File: src/rtl/acc_pkg.sv
// Shared types and default widths for the accumulator read-modify-write block.
// Latency: n/a (types and constants only).
// Backpressure: n/a.
package acc_pkg;

  // Default widths; the pipeline-stage struct is sized from these.
  localparam int ACC_IN_WIDTH   = 16;
  localparam int ACC_DATA_WIDTH = 32;
  localparam int ACC_ADDR_WIDTH = 12;
  localparam int ACC_CNT_WIDTH  = 16;

  // Batch controller states.
  typedef enum logic [1:0] {
    ST_IDLE  = 2'd0,
    ST_RUN   = 2'd1,
    ST_DRAIN = 2'd2
  } state_t;

  // One in-flight update. data holds the partial sum already sign-extended
  // to accumulator width.
  typedef struct packed {
    logic                      valid;
    logic [ACC_ADDR_WIDTH-1:0] addr;
    logic [ACC_DATA_WIDTH-1:0] data;
    logic                      first;
  } stage_t;

endpackage

File: src/rtl/acc_sat_add.sv
// Sign-extending accumulator adder: sum = overwrite ? sext(addend) : base + sext(addend).
// Latency: combinational. Backpressure: none.
// Build option ACC_RMW_SATURATE_EN: clamp to the signed DATA_WIDTH range instead of wrapping.
module acc_sat_add #(
  parameter int IN_WIDTH   = 16,
  parameter int DATA_WIDTH = 32
) (
  input  logic [DATA_WIDTH-1:0] base,
  input  logic [IN_WIDTH-1:0]   addend,
  input  logic                  overwrite,
  output logic [DATA_WIDTH-1:0] sum
);

`ifdef ACC_RMW_SATURATE_EN
  // One guard bit: overflow shows up as the top two bits disagreeing.
  logic [DATA_WIDTH:0] addend_x;
  logic [DATA_WIDTH:0] wide;

  // Saturating add; the guard bit's sign picks which rail to clamp to.
  always_comb begin
    addend_x = (DATA_WIDTH+1)'($signed(addend));
    wide     = {base[DATA_WIDTH-1], base} + addend_x;
    sum      = wide[DATA_WIDTH-1:0];
    if (overwrite) begin
      sum = addend_x[DATA_WIDTH-1:0];
    end else if (wide[DATA_WIDTH] != wide[DATA_WIDTH-1]) begin
      if (wide[DATA_WIDTH]) begin
        sum = {1'b1, {(DATA_WIDTH-1){1'b0}}};
      end else begin
        sum = {1'b0, {(DATA_WIDTH-1){1'b1}}};
      end
    end
  end
`else
  logic [DATA_WIDTH-1:0] addend_x;

  // Plain two's complement add, wrapping modulo 2^DATA_WIDTH.
  always_comb begin
    addend_x = DATA_WIDTH'($signed(addend));
    sum      = overwrite ? addend_x : base + addend_x;
  end
`endif

endmodule

File: src/rtl/acc_rmw_ctrl.sv
// Read-modify-write initiator: each accepted partial sum turns mem[addr] into old+partial (or partial on first pass).
// Latency: accept edge T -> read in cycle T+1, add in T+2, write in T+3; one update per cycle, done at last accept+4.
// Backpressure: in_ready only while RUN with updates remaining; memory never stalls. Build option ACC_RMW_SATURATE_EN saturates.
module acc_rmw_ctrl
  import acc_pkg::*;
#(
  parameter int IN_WIDTH   = ACC_IN_WIDTH,
  parameter int DATA_WIDTH = ACC_DATA_WIDTH,
  parameter int ADDR_WIDTH = ACC_ADDR_WIDTH,
  parameter int CNT_WIDTH  = ACC_CNT_WIDTH
) (
  input  logic                  clk,
  input  logic                  reset,
  input  logic                  start,
  input  logic [CNT_WIDTH-1:0]  num_updates,
  input  logic                  in_valid,
  output logic                  in_ready,
  input  logic [ADDR_WIDTH-1:0] in_addr,
  input  logic [IN_WIDTH-1:0]   in_data,
  input  logic                  in_first,
  output logic                  mem_read_req,
  output logic [ADDR_WIDTH-1:0] mem_read_addr,
  input  logic [DATA_WIDTH-1:0] mem_read_data,
  output logic                  mem_write_req,
  output logic [ADDR_WIDTH-1:0] mem_write_addr,
  output logic [DATA_WIDTH-1:0] mem_write_data,
  output logic                  busy,
  output logic                  done
);

  state_t                state_q, state_d;
  logic [CNT_WIDTH-1:0]  remaining_q, remaining_d;
  logic                  done_q, done_d;
  logic                  accept;

  // S1 holds the op whose read is on the bus; S2 holds the op being added.
  stage_t                s1_q, s2_q;
  logic [ADDR_WIDTH-1:0] s2_addr;

  // S3: the registered write port.
  logic                  w_vld_q;
  logic [ADDR_WIDTH-1:0] w_addr_q;
  logic [DATA_WIDTH-1:0] w_data_q;

  // Last write that went out, kept one more cycle because a read issued in
  // the same cycle as that write saw the pre-write memory contents.
  logic                  lc_vld_q;
  logic [ADDR_WIDTH-1:0] lc_addr_q;
  logic [DATA_WIDTH-1:0] lc_data_q;

  logic [DATA_WIDTH-1:0] base;
  logic [DATA_WIDTH-1:0] sum;

  assign in_ready = (state_q == ST_RUN) && (remaining_q != '0);
  assign accept   = in_valid && in_ready;
  assign busy     = (state_q != ST_IDLE);
  assign done     = done_q;

  assign mem_read_req   = s1_q.valid && !s1_q.first;
  assign mem_read_addr  = ADDR_WIDTH'(s1_q.addr);
  assign s2_addr        = ADDR_WIDTH'(s2_q.addr);

  assign mem_write_req  = w_vld_q;
  assign mem_write_addr = w_addr_q;
  assign mem_write_data = w_data_q;

  // Controller state, batch counter and the done pulse register.
  always_ff @(posedge clk) begin
    if (reset) begin
      state_q     <= ST_IDLE;
      remaining_q <= '0;
      done_q      <= 1'b0;
    end else begin
      state_q     <= state_d;
      remaining_q <= remaining_d;
      done_q      <= done_d;
    end
  end

  // Next state: zero-length batches complete immediately; DRAIN ends when
  // only the final write remains, so done lands on the first IDLE cycle.
  always_comb begin
    state_d     = state_q;
    remaining_d = remaining_q;
    done_d      = 1'b0;
    case (state_q)
      ST_IDLE: begin
        if (start) begin
          if (num_updates == '0) begin
            done_d = 1'b1;
          end else begin
            state_d     = ST_RUN;
            remaining_d = num_updates;
          end
        end
      end
      ST_RUN: begin
        if (accept) begin
          remaining_d = remaining_q - CNT_WIDTH'(1);
          if (remaining_q == CNT_WIDTH'(1)) begin
            state_d = ST_DRAIN;
          end
        end
      end
      ST_DRAIN: begin
        if (!s1_q.valid && !s2_q.valid) begin
          state_d = ST_IDLE;
          done_d  = 1'b1;
        end
      end
      default: begin
        state_d = ST_IDLE;
      end
    endcase
  end

  // S1/S2 shift register; idle slots are zeroed so the read address rests at 0.
  always_ff @(posedge clk) begin
    if (reset) begin
      s1_q <= '0;
      s2_q <= '0;
    end else begin
      if (accept) begin
        s1_q.valid <= 1'b1;
        s1_q.addr  <= ACC_ADDR_WIDTH'(in_addr);
        s1_q.data  <= ACC_DATA_WIDTH'($signed(in_data));
        s1_q.first <= in_first;
      end else begin
        s1_q <= '0;
      end
      s2_q <= s1_q;
    end
  end

  // Base operand: the op one cycle older (S3) wins over the one two cycles
  // older (last committed), which wins over the stale memory read.
  always_comb begin
    base = mem_read_data;
    if (w_vld_q && (w_addr_q == s2_addr)) begin
      base = w_data_q;
    end else if (lc_vld_q && (lc_addr_q == s2_addr)) begin
      base = lc_data_q;
    end
  end

  acc_sat_add #(
    .IN_WIDTH   (DATA_WIDTH),
    .DATA_WIDTH (DATA_WIDTH)
  ) u_add (
    .base      (base),
    .addend    (DATA_WIDTH'(s2_q.data)),
    .overwrite (s2_q.first),
    .sum       (sum)
  );

  // S3 write register and the last-committed copy behind it.
  always_ff @(posedge clk) begin
    if (reset) begin
      w_vld_q   <= 1'b0;
      w_addr_q  <= '0;
      w_data_q  <= '0;
      lc_vld_q  <= 1'b0;
      lc_addr_q <= '0;
      lc_data_q <= '0;
    end else begin
      w_vld_q <= s2_q.valid;
      if (s2_q.valid) begin
        w_addr_q <= s2_addr;
        w_data_q <= sum;
      end
      lc_vld_q  <= w_vld_q;
      lc_addr_q <= w_addr_q;
      lc_data_q <= w_data_q;
    end
  end

endmodule
File: config.mk
export PLATFORM = sky130hd
export DESIGN_NAME = acc_rmw_ctrl
export DESIGN_NICKNAME = d
export VERILOG_FILES = /design/src/rtl/acc_pkg.sv /design/src/rtl/acc_sat_add.sv /design/src/rtl/acc_rmw_ctrl.sv
export SDC_FILE = /design/constraint.sdc
export NUM_CORES = 1
export LEC_CHECK = 0
export ABC_CLOCK_PERIOD_IN_PS = 5050
export CAP_MARGIN = 30
export CORE_MARGIN = 2
export CORE_UTILIZATION = 53
export CTS_CLUSTER_SIZE = 24
export DETAILED_ROUTE_END_ITERATION = 7
export PLACE_DENSITY_LB_ADDON = 0.3
export SLEW_MARGIN = 20
export SYNTH_ARGS = -nofsm -noshare
export SYNTH_HDL_FRONTEND = slang
export SYNTH_SLANG_ARGS = --single-unit
File: constraint.sdc
create_clock -name clk -period 5.05 [get_ports clk]
set_clock_uncertainty 0.1 [all_clocks]
set_input_delay 0.505 -clock clk [delete_from_list [all_inputs] [get_ports clk]]
set_output_delay 0.505 -clock clk [all_outputs]
set_load 0.1 [all_outputs]
======== After elaboration in Yosys (flattened, before gate mapping) ========
Cells that the tools add are included.
cells by class
  add/subtract/negate cells ............... 2
  equality and inequality tests ........... 10
  mux-type cells .......................... 18
  bitwise logic cells ..................... 1
  reductions and logical operators ........ 17
operator list
  operator                 count
  $mux W32                 3
  $mux W16                 3
  $mux W46                 1
  $add A32 B32 Y32         1
  $pmux W16 S2             1
  $eq A12 B12 Y1           2
  $eq A16 B1 Y1 const B    1
  $logic_not A16 Y1        1
  $reduce_bool A16 Y1      1
  $sub A16 B1 Y16 const B  1
  $mux W2                  5
  $ne A2 B2 Y1 const B     4
  $logic_and A1 B1 Y1      6
  $pmux W2 S3              1
  $reduce_and A5 Y1        1
  $reduce_and A4 Y1        1
  $reduce_bool A2 Y1       2
  $logic_not A1 Y1         3
  $mux W1                  3
  $eq A2 B1 Y1 const B     1
  $eq A2 B2 Y1 const B     1
  $logic_not A2 Y1         1
  $ne A2 B1 Y1 const B     1
  $pmux W1 S2              1
  other kinds (2)          2
storage, ports and cells
  register bits after elaboration ......... 169
  input bits .............................. 81

======== Longest topological paths before layout ========
  word-level depth ........................ 6
  gate-level depth with buffers ........... 20
  gate-level depth less buffers ........... 19

======== Cells and area by module ========
Synthesis repeated with hierarchy kept, for this count alone.
second synthesis, totals
  cells, all modules ...................... 1005
  area, all modules ....................... 8818.5 um2
by module, submodules not included
  module        times used  cells each  area each (um2)  seq. area each (um2)
  acc_rmw_ctrl  1           689         6667.6           3383.2
  acc_sat_add   1           316         2150.8           0.0

======== Worst setup path before layout ========
No wires, ideal clock.
  path kind ............................... reg2reg
  from .................................... register w_addr_q[7] (netlist: mem_write_addr[7])
  to ...................................... register w_data_q[28] (netlist: mem_write_data[28])
  library setup time ...................... 70 ps
  data arrival time ....................... 4657 ps
  data required time ...................... 4880 ps
  setup slack ............................. 223 ps
  stages on the path, launching flop included .. 20
  period minus slack after synthesis ...... 4827 ps
  cell sequence ........................... dfxtp_1 -> xnor2_1 -> nand4_1 -> nor4_1 -> nand4_1 -> clkbuf_1 -> a21oi_1 -> ha_1 -> inv_1 -> fa_1 -> and2b_2 -> o2111ai_2 -> a2111oi_2 -> o31ai_2 -> a211oi_2 -> nor2_1 -> a211o_1 -> o21a_1 -> xor2_1 -> a21oi_1
on the way
  longest elaborated chain between the ends .. 5
ends and longest elaborated chain
  element                   RTL line             text
  start: declaration        acc_rmw_ctrl.sv:42   logic [ADDR_WIDTH-1:0] w_addr_q;
  start signal: assignment  acc_rmw_ctrl.sv:168  w_addr_q <= s2_addr;
  $eq A12 B12 Y1            acc_rmw_ctrl.sv:139  if (w_vld_q && (w_addr_q == s2_addr)) begin
  $logic_and A1 B1 Y1       acc_rmw_ctrl.sv:139
  $mux W32                  acc_rmw_ctrl.sv:139
  $add A32 B32 Y32          acc_sat_add.sv:40    sum = overwrite ? addend_x : base + addend_x;
  $mux W32                  acc_sat_add.sv:40
  end signal: assignment    acc_rmw_ctrl.sv:169  w_data_q <= sum;
  end: declaration          acc_rmw_ctrl.sv:43   logic [DATA_WIDTH-1:0] w_data_q;
Every way passes these cells.
A chain may end at the register's enable or synchronous reset.

======== Worst setup path in the final report ========
  from .................................... register w_addr_q[10] (netlist: mem_write_addr[10])
  to ...................................... register w_data_q[28] (netlist: mem_write_data[28])
Same word-level chain as after synthesis.

==> metrics.txt <==
met3 Use GR 0.0599; HP Class flip-flop to flip-flop; deepest clock path buffer count 2; Util after Layout 0.683; sw frac 0.257; DR vias/cell 5.49; Ant. Diodes 0; total power around 0.0032 W; routed wire length approximately 19,000 um; Setup TNS Final 0 ns; Slew Limit Fails 0; Post-synth ARST share 0; initial antenna violation count 0; number of global-route vias before repair 6,583; xor and xnor fraction of the mapped netlist area 0.0520; most used routing layer met2; Initial Util 0.543; final hold viol count 0; sequential power share 0.439; core area between 15,000 and 20,000 um2; Post-synth EDFFs 0; pwr/cell area about 310 nW/um2; status completed; pin count of the biggest net entering global routing 86; total routing usage reported by global routing 0.237; Post-Synth Adder-Cell Area 0.0555; minimum clock period 4.54 ns; leading area contributor after synthesis dfxtp_1; via count ~7,000; # setup viols final 0; global-route wire length before repair 31,500 um; Die H 129 um; fin nets 1,167; Yosys reg bits 169; syn_nets 1,053; Port-buffer cells 141; cell area after synthesis 8250 um2; largest family of logic cells by synthesized area simple AND/OR/NAND/NOR gates; non-filler instance count after layout between 1,000 and 1,500; P_sw 0.000821 W; Leakage Power 4.15 nW; CTS buffer count 17; Critical Path Start mem_write_addr[10]; Hold Crit Start s1_q[11]; WL per Instance 15.3 um; count of cell types in the netlist 63; # hold bufs at CTS 0; clk sinks 169; WS Path Type flip-flop to flip-flop; # fillers between 1,000 and 1,500; sequential-to-total area share from yosys stat 0.410; synth warn 0; Routed Antenna Nets 0; 1st-iter DRT viols 448; clk slew on worst S/H paths 0.06 ns; logic gate share of total power 0.142; Critical Path AT 4.73 ns; clock root cell clkbuf_16; Int Pwr between 0.002 and 0.0025 W; crit path max fanout 64; synth top area cells dfxtp_1 (41%), nor2b_1 (6.1%), mux2i_1 (5.6%); mux contribution to synthesized area 0.0558; placed cells 1,216; share of cells above drive strength 1 0.0546; total gr overflow 0; Crit path required time about 5.2 ns; fmax 220 MHz; final RePlAce weighted congestion between 0.9 and 1; CTS tree built; RSZ-0062 raised after global routing false; die width 129 um; top-area cell type share of the netlist area 0.410; drt first pass iters 6; Clock Power Share 0.418; Worst R2R Start mem_write_addr[10]; met2 Track Usage GR 0.401; max-cap violation count 0; post-route DRC violation count 0; syn_area_per_cell 8.82 um2; hold depth 1; die area between 15,000 and 20,000 um2; Compound-Gate Fraction of Synth Area 0.176; Worst Tran Pin Value about 1.0 ns; Synth Area in Simple Gates 0.210; post-DP HPWL 13,300 um; peak supply drop 0.275 mV; ys flop type dfxtp_1; Synth Instances about 940; worst r2r path cells 18; worst skew pair latency 0.43 ns; Slew headroom 0.321; GR Util met1 0.297; H-tree depth 4; CP endpoint kind flip-flop; FP Rows 45; I/O pin count 142; Worst setup SP type flip-flop; Layout area overhead 25.8%; final period utilization 0.899
-- final cells by class --
type,instances,area (um2),share of cell area
inverters,16,60.1,0.00579
well taps,188,235,0.0227
multi-input cells,691,4540,0.437
clock buffers,21,470,0.0453
flip-flops and latches,169,3380,0.326
clock inverters,11,145,0.0140
repair buffers,155,1550,0.149
-- per-layer routing --
layer  vias to the layer above  wire length (um)
met3                        32              1060
li1                       3485                 -
met4                         0               340
met2                       206              8930
met5                         -                 0
met1                      3150              8860
-- power by group through the flow --
stage               combinational (W)  clock (W)  sequential [W]
detailed placement           0.000448          0         0.00143
global placement             0.000443          0         0.00143
floorplan                    0.000253          0         0.00148
global route                 0.000493    0.00141         0.00141
CTS                          0.000450    0.00136         0.00140
finish                       0.000454    0.00133         0.00140
-- Yosys cell counts (all sizes together), types with 11 or more instances --
master,number
o21ai,57
xor2,20
o211ai,11
nor2b,81
a211oi,16
and2,31
a21oi,77
a21o,13
xnor2,29
nand3,11
nor2,88
buf,23
nand2,51
o21a,14
dfxtp,169
nor3,17
clkbuf,37
ha,35
inv,16
mux2i,46
-- kinds of logic (layout without fill, tap and decap cells) --
group           after synthesis  after routing
compound gates              230            230
mux                          46             46
xor+xnor                     49             49
simple gates                330            330
buf+inv                      76            203
fa+ha+maj                    36             36
flops                       169            169
-- through the flow --
stage,setup WS (ns),instance area [um2],hold slack (ns)
floorplan,0.223,8250,0.314
global placement,0.394,9720,0.317
detailed placement,0.300,9720,0.320
CTS,0.285,10300,0.335
global route,0.117,10400,0.348
finish,0.508,10400,0.333
-- worst paths after layout --
path | end | slack (ns)
worst max-delay path | mem_write_data[28] | 0.51
worst min-delay path | s2_q[11] | 0.33
worst max register to register | mem_write_data[28] | 0.51
worst min register to register | s2_q[11] | 0.33
-- timing repair --
item | CTS | global route
hold endpoints to repair | 0 | 0
gates resized for setup | 0 | 0
endpoints found under the setup margin | 0 | 3
setup buffers | 0 | 2
-- worst max-delay path: stages (launching register included) --
cell       delay (ns)
dfxtp_1          0.34
xor2_1           0.17
nor4_1           0.37
nand4_1          0.20
buf_12           0.23
a21oi_1          0.16
ha_1             0.17
inv_1            0.05
fa_1             0.37
and2b_2          0.25
o2111ai_2        0.14
a2111oi_2        0.52
o31ai_2          0.17
a211oi_2         0.33
nor2_1           0.08
a211o_1          0.29
o21a_1           0.20
xor2_1           0.12
a21oi_1          0.08
-- placed cells by master, fill, tap and decap left out, types with 4 or more instances in the layout --
| master | count |
|---|---|
| dfxtp_1 | 168 |
| clkdlybuf4s50_1 | 140 |
| nor2_1 | 88 |
| nor2b_1 | 81 |
| a21oi_1 | 77 |
| o21ai_0 | 52 |
| nand2_1 | 51 |
| mux2i_1 | 46 |
| ha_1 | 35 |
| and2_1 | 31 |
| xnor2_1 | 29 |
| xor2_1 | 20 |
| clkbuf_16 | 17 |
| inv_1 | 16 |
| nor3_1 | 15 |
| a211oi_1 | 15 |
| o21a_1 | 14 |
| a21o_1 | 13 |
| buf_4 | 12 |
| nand3_1 | 11 |
| o211ai_1 | 11 |
| nand2b_1 | 9 |
| nor4_1 | 9 |
| or3_1 | 7 |
| nand4_1 | 7 |
| o21ai_1 | 5 |
| o211a_1 | 5 |
| a22oi_1 | 5 |
| clkinv_4 | 4 |
| clkinv_2 | 4 |
-- state kept, by name, indices dropped and copies added (netlist names), 2 cells and up --
| signal | flops |
|---|---|
| state_q | 2 |
| mem_write_addr | 12 |
| remaining_q | 16 |
| s1_q | 18 |
| s2_q | 18 |
| lc_data_q | 32 |
| lc_addr_q | 12 |
| mem_write_data | 32 |
| mem_read_addr | 12 |
| s2_addr | 12 |
Power figures use the tool's default switching activity.
